$ cat src/rtl/arb_pkg.sv
// Shared types and constants for the 8-way round-robin arbiter.
package arb_pkg;

  localparam int unsigned N_REQ = 8;
  localparam int unsigned IDX_W = 3;

  typedef logic [IDX_W-1:0] idx_t;

  typedef enum logic [0:0] {
    Idle  = 1'b0,
    Owned = 1'b1
  } arb_state_e;

  // Position of the lowest set bit; 0 when the vector is empty.
  function automatic idx_t lsb_idx(input logic [N_REQ-1:0] v);
    idx_t r;
    r = '0;
    for (int i = N_REQ - 1; i >= 0; i--) begin
      if (v[i]) r = idx_t'(i);
    end
    return r;
  endfunction

endpackage

$ cat src/rtl/rr_prio_enc_8.sv
// Combinational round-robin priority encoder: first set request at or above ptr_i,
// wrapping from 7 back to 0.
module rr_prio_enc_8
  import arb_pkg::*;
(
  input  logic [N_REQ-1:0] req_i,
  input  idx_t             ptr_i,
  output logic             found_o,
  output idx_t             idx_o
);

  logic [N_REQ-1:0] rot;
  idx_t             rot_idx;

  // Rotate so ptr_i lands on bit 0, pick the lowest set bit, then rotate the index back.
  always_comb begin
    rot     = N_REQ'({req_i, req_i} >> ptr_i);
    rot_idx = lsb_idx(rot);
    found_o = |req_i;
    idx_o   = rot_idx + ptr_i;
  end

endmodule

$ cat src/rtl/rr_arbiter_8.sv
// 8-requester round-robin arbiter with a hold limit and one idle turnaround cycle
// between consecutive grants. All outputs are registered.
module rr_arbiter_8
  import arb_pkg::*;
#(
  parameter int unsigned MAX_HOLD = 16
) (
  input  logic             clk,
  input  logic             rst_n,
  input  logic [N_REQ-1:0] req,
  output logic [N_REQ-1:0] gnt,
  output logic [IDX_W-1:0] gnt_idx,
  output logic             gnt_valid,
  output logic             timeout
);

  localparam logic [7:0] HoldLast = 8'(MAX_HOLD - 1);

  arb_state_e       state_q, state_d;
  idx_t             ptr_q, ptr_d;
  logic [7:0]       hold_cnt_q, hold_cnt_d;
  logic [N_REQ-1:0] gnt_q, gnt_d;
  idx_t             gnt_idx_q, gnt_idx_d;
  logic             gnt_valid_q, gnt_valid_d;
  logic             timeout_q, timeout_d;

  logic             win_found;
  idx_t             win_idx;

  rr_prio_enc_8 u_prio_enc (
    .req_i   (req),
    .ptr_i   (ptr_q),
    .found_o (win_found),
    .idx_o   (win_idx)
  );

  // Next-state: arbitrate in Idle, hold or release (voluntary or forced) in Owned.
  always_comb begin
    state_d     = state_q;
    ptr_d       = ptr_q;
    hold_cnt_d  = hold_cnt_q;
    gnt_d       = gnt_q;
    gnt_idx_d   = gnt_idx_q;
    gnt_valid_d = gnt_valid_q;
    timeout_d   = 1'b0;

    unique case (state_q)
      Idle: begin
        if (win_found) begin
          state_d     = Owned;
          gnt_d       = N_REQ'(1) << win_idx;
          gnt_idx_d   = win_idx;
          gnt_valid_d = 1'b1;
          hold_cnt_d  = '0;
        end
      end
      Owned: begin
        if (!req[gnt_idx_q] || (hold_cnt_q == HoldLast)) begin
          // Release always returns to Idle, which gives the turnaround cycle.
          state_d     = Idle;
          gnt_d       = '0;
          gnt_idx_d   = '0;
          gnt_valid_d = 1'b0;
          hold_cnt_d  = '0;
          ptr_d       = gnt_idx_q + idx_t'(1);
          timeout_d   = req[gnt_idx_q];
        end else begin
          hold_cnt_d = hold_cnt_q + 8'd1;
        end
      end
    endcase
  end

  // State, pointer, hold counter and output registers.
  always_ff @(posedge clk or negedge rst_n) begin
    if (!rst_n) begin
      state_q     <= Idle;
      ptr_q       <= '0;
      hold_cnt_q  <= '0;
      gnt_q       <= '0;
      gnt_idx_q   <= '0;
      gnt_valid_q <= 1'b0;
      timeout_q   <= 1'b0;
    end else begin
      state_q     <= state_d;
      ptr_q       <= ptr_d;
      hold_cnt_q  <= hold_cnt_d;
      gnt_q       <= gnt_d;
      gnt_idx_q   <= gnt_idx_d;
      gnt_valid_q <= gnt_valid_d;
      timeout_q   <= timeout_d;
    end
  end

  assign gnt       = gnt_q;
  assign gnt_idx   = gnt_idx_q;
  assign gnt_valid = gnt_valid_q;
  assign timeout   = timeout_q;

endmodule

$ cat config.mk
export PLATFORM = sky130hd
export DESIGN_NAME = rr_arbiter_8
export DESIGN_NICKNAME = d
export VERILOG_FILES = /design/src/rtl/arb_pkg.sv /design/src/rtl/rr_prio_enc_8.sv /design/src/rtl/rr_arbiter_8.sv
export SDC_FILE = /design/constraint.sdc
export NUM_CORES = 1
export LEC_CHECK = 0
export BUFFER_PORTS_ARGS = -buffer_cell sky130_fd_sc_hd__buf_2
export CAP_MARGIN = 20
export CORE_AREA = 2 2 58 88
export CTS_CLUSTER_SIZE = 30
export DETAILED_ROUTE_END_ITERATION = 8
export DIE_AREA = 0 0 60 90
export PLACE_DENSITY_LB_ADDON = 0.08
export SKIP_CTS_REPAIR_TIMING = 1
export SYNTH_ARGS = -nofsm -noshare
export SYNTH_HDL_FRONTEND = slang
export SYNTH_SLANG_ARGS = --single-unit
$ cat constraint.sdc
create_clock -name clk -period 3.9 [get_ports clk]
set_clock_uncertainty 0.15 [all_clocks]
set_input_delay 0.195 -clock clk [delete_from_list [all_inputs] [get_ports clk]]
set_output_delay 0.195 -clock clk [all_outputs]
set_load 0.02 [all_outputs]
==> summary.txt <==
Run status
  • Status: finished, final reports clean

Power and ir drop
  • Leakage: 0.9634 nW
  • Worst vdd ir: 0.3043 mV
  • Power Density: 708.9 nW/um2

Finish
  • Layout cells sized above 1: 19.43%
  • # diodes: 0
  • Fill count: 475
  • Most frequent cells in the layout: 24 x dfrtp_1, 23 x nand2_1, 23 x nand3_1
  • Area growth, synth to finish: 10.31%
  • Fin cells: 313
  • Final nets: 262
  • Commonest non-fill, non-tap cell in the layout: dfrtp_1

Clocking
  • CTS tree: built
  • Clock sinks: 25
  • TritonCTS buffer count: 3
  • Reg clk slew, reported paths: 0.08 ns
  • Clk Latency, worst-skew pair: 0.26 ns
  • Clk buf depth: 2
  • Clock Tree Root: clkbuf_8
  • Htree depth: 1

Global route
  • Congestion Overflow GR: 0
  • Initial antenna violation count: 0
  • Vias in the first global route: 1748
  • First-pass GRT wire length: 8728 um
  • Gr usage total: 20.57%
  • Largest net degree at the start of global routing: 26

Place
  • Buffers added on ports: 22
  • Placer Congestion: 0.8448
  • DP Wirelength: 3619 um
  • Dpl cells: 308

STA
  • Final setup viols: 0
  • Relative slew slack: 56.82%
  • RSZ-0062 raised after global routing: false
  • Fmax: 285.3 MHz
  • Part of the cycle the worst path needs: 89.87%
  • Setup_tns: 0 ns
  • Tmin final: 3.505 ns
  • Final Max Slew Viols: 0
  • Final hold viol count: 0
  • Least-Margin Pin Slew: 0.6448 ns

Drt
  • 1st-pass router iterations: 4
  • Antenna viol nets, final: 0
  • DR vias/cell: 5.891
  • Routed wire length: 5028 um
  • Wire per inst: 16.06 um
  • Iteration-0 DRC Markers: 141
  • DR DRC count: 0
  • Via Count: 1844

Die
  • Die H: 90 um
  • FP Rows: 31
  • Initial Util: 43.46%
  • Die area: 5400 um2
  • Top-Level Pins: 23
  • Core ar.: 4693 um2
  • Die width: 60 um

Logic synthesis
  • Register area share after synthesis: 30.67%
  • Synth area leaders: dfrtp_1 31%, mux4_2 8.8%, nand3_1 5.6%
  • Synth warn: 0
  • Predominant post-synthesis flop cell: dfrtp_1
  • Ys async rst share: 100.0%
  • Synthesized instance count: 233
  • Yosys top cell by area: dfrtp_1
  • Syn_nets: 247
  • Post-synth EDFFs: 0
  • Synth Cell Area: 2039 um2
  • Syn avg cell area: 8.753 um2
  • #FFs+latches synth: 25
  • Yosys cell types: 54
  • Yosys top cell area share: 30.67%

Critical path
  • Slowest CP cell: dfrtp_2
  • Worst path max stage delay: 0.50 ns
  • Critical-path cell list: mux2_2 -> a2111o_1 -> a31oi_1 -> a2bb2oi_1 -> o211ai_1 -> a31o_2 -> ha_1 -> inv_1 -> fa_1 -> nor4_1 -> o21ai_0 -> nand3_1
  • Startpoint Class: flip-flop
  • Crit path max fanout: 12
  • CP delay by family, top: compound AO/OA/AOI/OAI gates
  • Critical Path End Type: flip-flop
  • Flop2flop setup slack: 0.40 ns
  • Crit path buf inv count: 1
  • Worst setup path class: flip-flop to flip-flop
  • Worst Path Required: 3.95 ns
  • Worst Path Arrival: 3.56 ns

Hold path
  • Hold Path Class: input pin to async pin

Run
  • Number of max-cap violations: 0
==> registers in the layout (all words and copies together), names as in the netlist <==
signal,count
gnt,8
hold_cnt_q,8
gnt_idx,3
ptr_q,3
gnt_valid,1
state_q,1
timeout,1
==> cell type report <==
class / count / area [um2] / share of cell area [%]
repair buffers: 26 / 155.1 / 6.897
well taps: 66 / 82.58 / 3.671
flip-flops and latches: 25 / 626.9 / 27.86
inverters: 8 / 35.03 / 1.557
multi-input cells: 184 / 1305 / 58.01
clock buffers: 4 / 45.04 / 2.002
==> per-layer routing <==
metal	share of wire, %	vias up	GRT usage [%]	wire length (um)
met2	51	38	33.33	2569
met1	44	895	27.56	2232
li1	-	905	-	-
met4	2.0	0	7.963	99
met5	0	-	0	0
met3	2.5	6	1.871	126
==> cells in the mapped netlist, types with 2 or more instances <==
master	count
dfrtp_1	25
nand2_1	23
nand3_1	23
o21ai_0	22
nor2_1	20
mux4_2	8
inv_1	7
clkbuf_1	6
mux2i_1	6
a31oi_1	5
buf_2	5
mux2_2	5
nor2b_1	5
nor3b_1	5
and3_1	4
buf_1	4
o31ai_1	4
a31o_2	3
ha_1	3
nor3_1	3
a2111o_1	2
a21oi_1	2
a32o_1	2
a41oi_1	2
and2_1	2
nand2b_1	2
nor4_1	2
nor4b_1	2
o211ai_1	2
o21a_1	2
o41ai_1	2
or3_1	2
xor2_1	2
==> worst paths after layout <==
| path | startpoint | to | cells after the start |
|---|---|---|---|
| worst max-delay path | ptr_q[2] | gnt[6] | 12 |
| worst min-delay path | rst_n | hold_cnt_q[4] | 2 |
| worst max register to register | ptr_q[2] | gnt[6] | 12 |
| worst min register to register | gnt[4] | gnt[4] | 2 |
| max in group asynchronous | rst_n | ptr_q[2] | 2 |
| min in group clk | gnt[4] | gnt[4] | 2 |
==> kinds of logic after synthesis <==
group | synth area share [%]
buf+inv | 5.337
fa+ha+maj | 2.822
xor+xnor | 1.289
flops | 30.67
simple gates | 25.03
compound gates | 19.76
mux | 15.09
==> power breakdown <==
part | total, mW | leakage, nW | internal [mW] | switching (mW)
clock network | 0.150 | 0.0228 | 0.0729 | 0.0771
logic | 1.00 | 0.609 | 0.425 | 0.576
registers | 0.444 | 0.331 | 0.337 | 0.107
==> per-stage QoR <==
step	cell area, um2	setup slack [ns]	util, %	hold slack [ns]	total power, mW
after global routing	2250	0.08950	47.93	0.3586	1.758
final	2250	0.3951	47.93	0.2971	1.595
after CTS	2238	0.2708	47.69	-0.2182	1.610
after floorplan	2039	0.4584	-	-0.2506	1.214
after global placement	2193	0.3411	46.73	0.07263	1.446
after detailed placement	2193	0.3084	46.73	0.07829	1.448
Power figures use the tool's default switching activity.
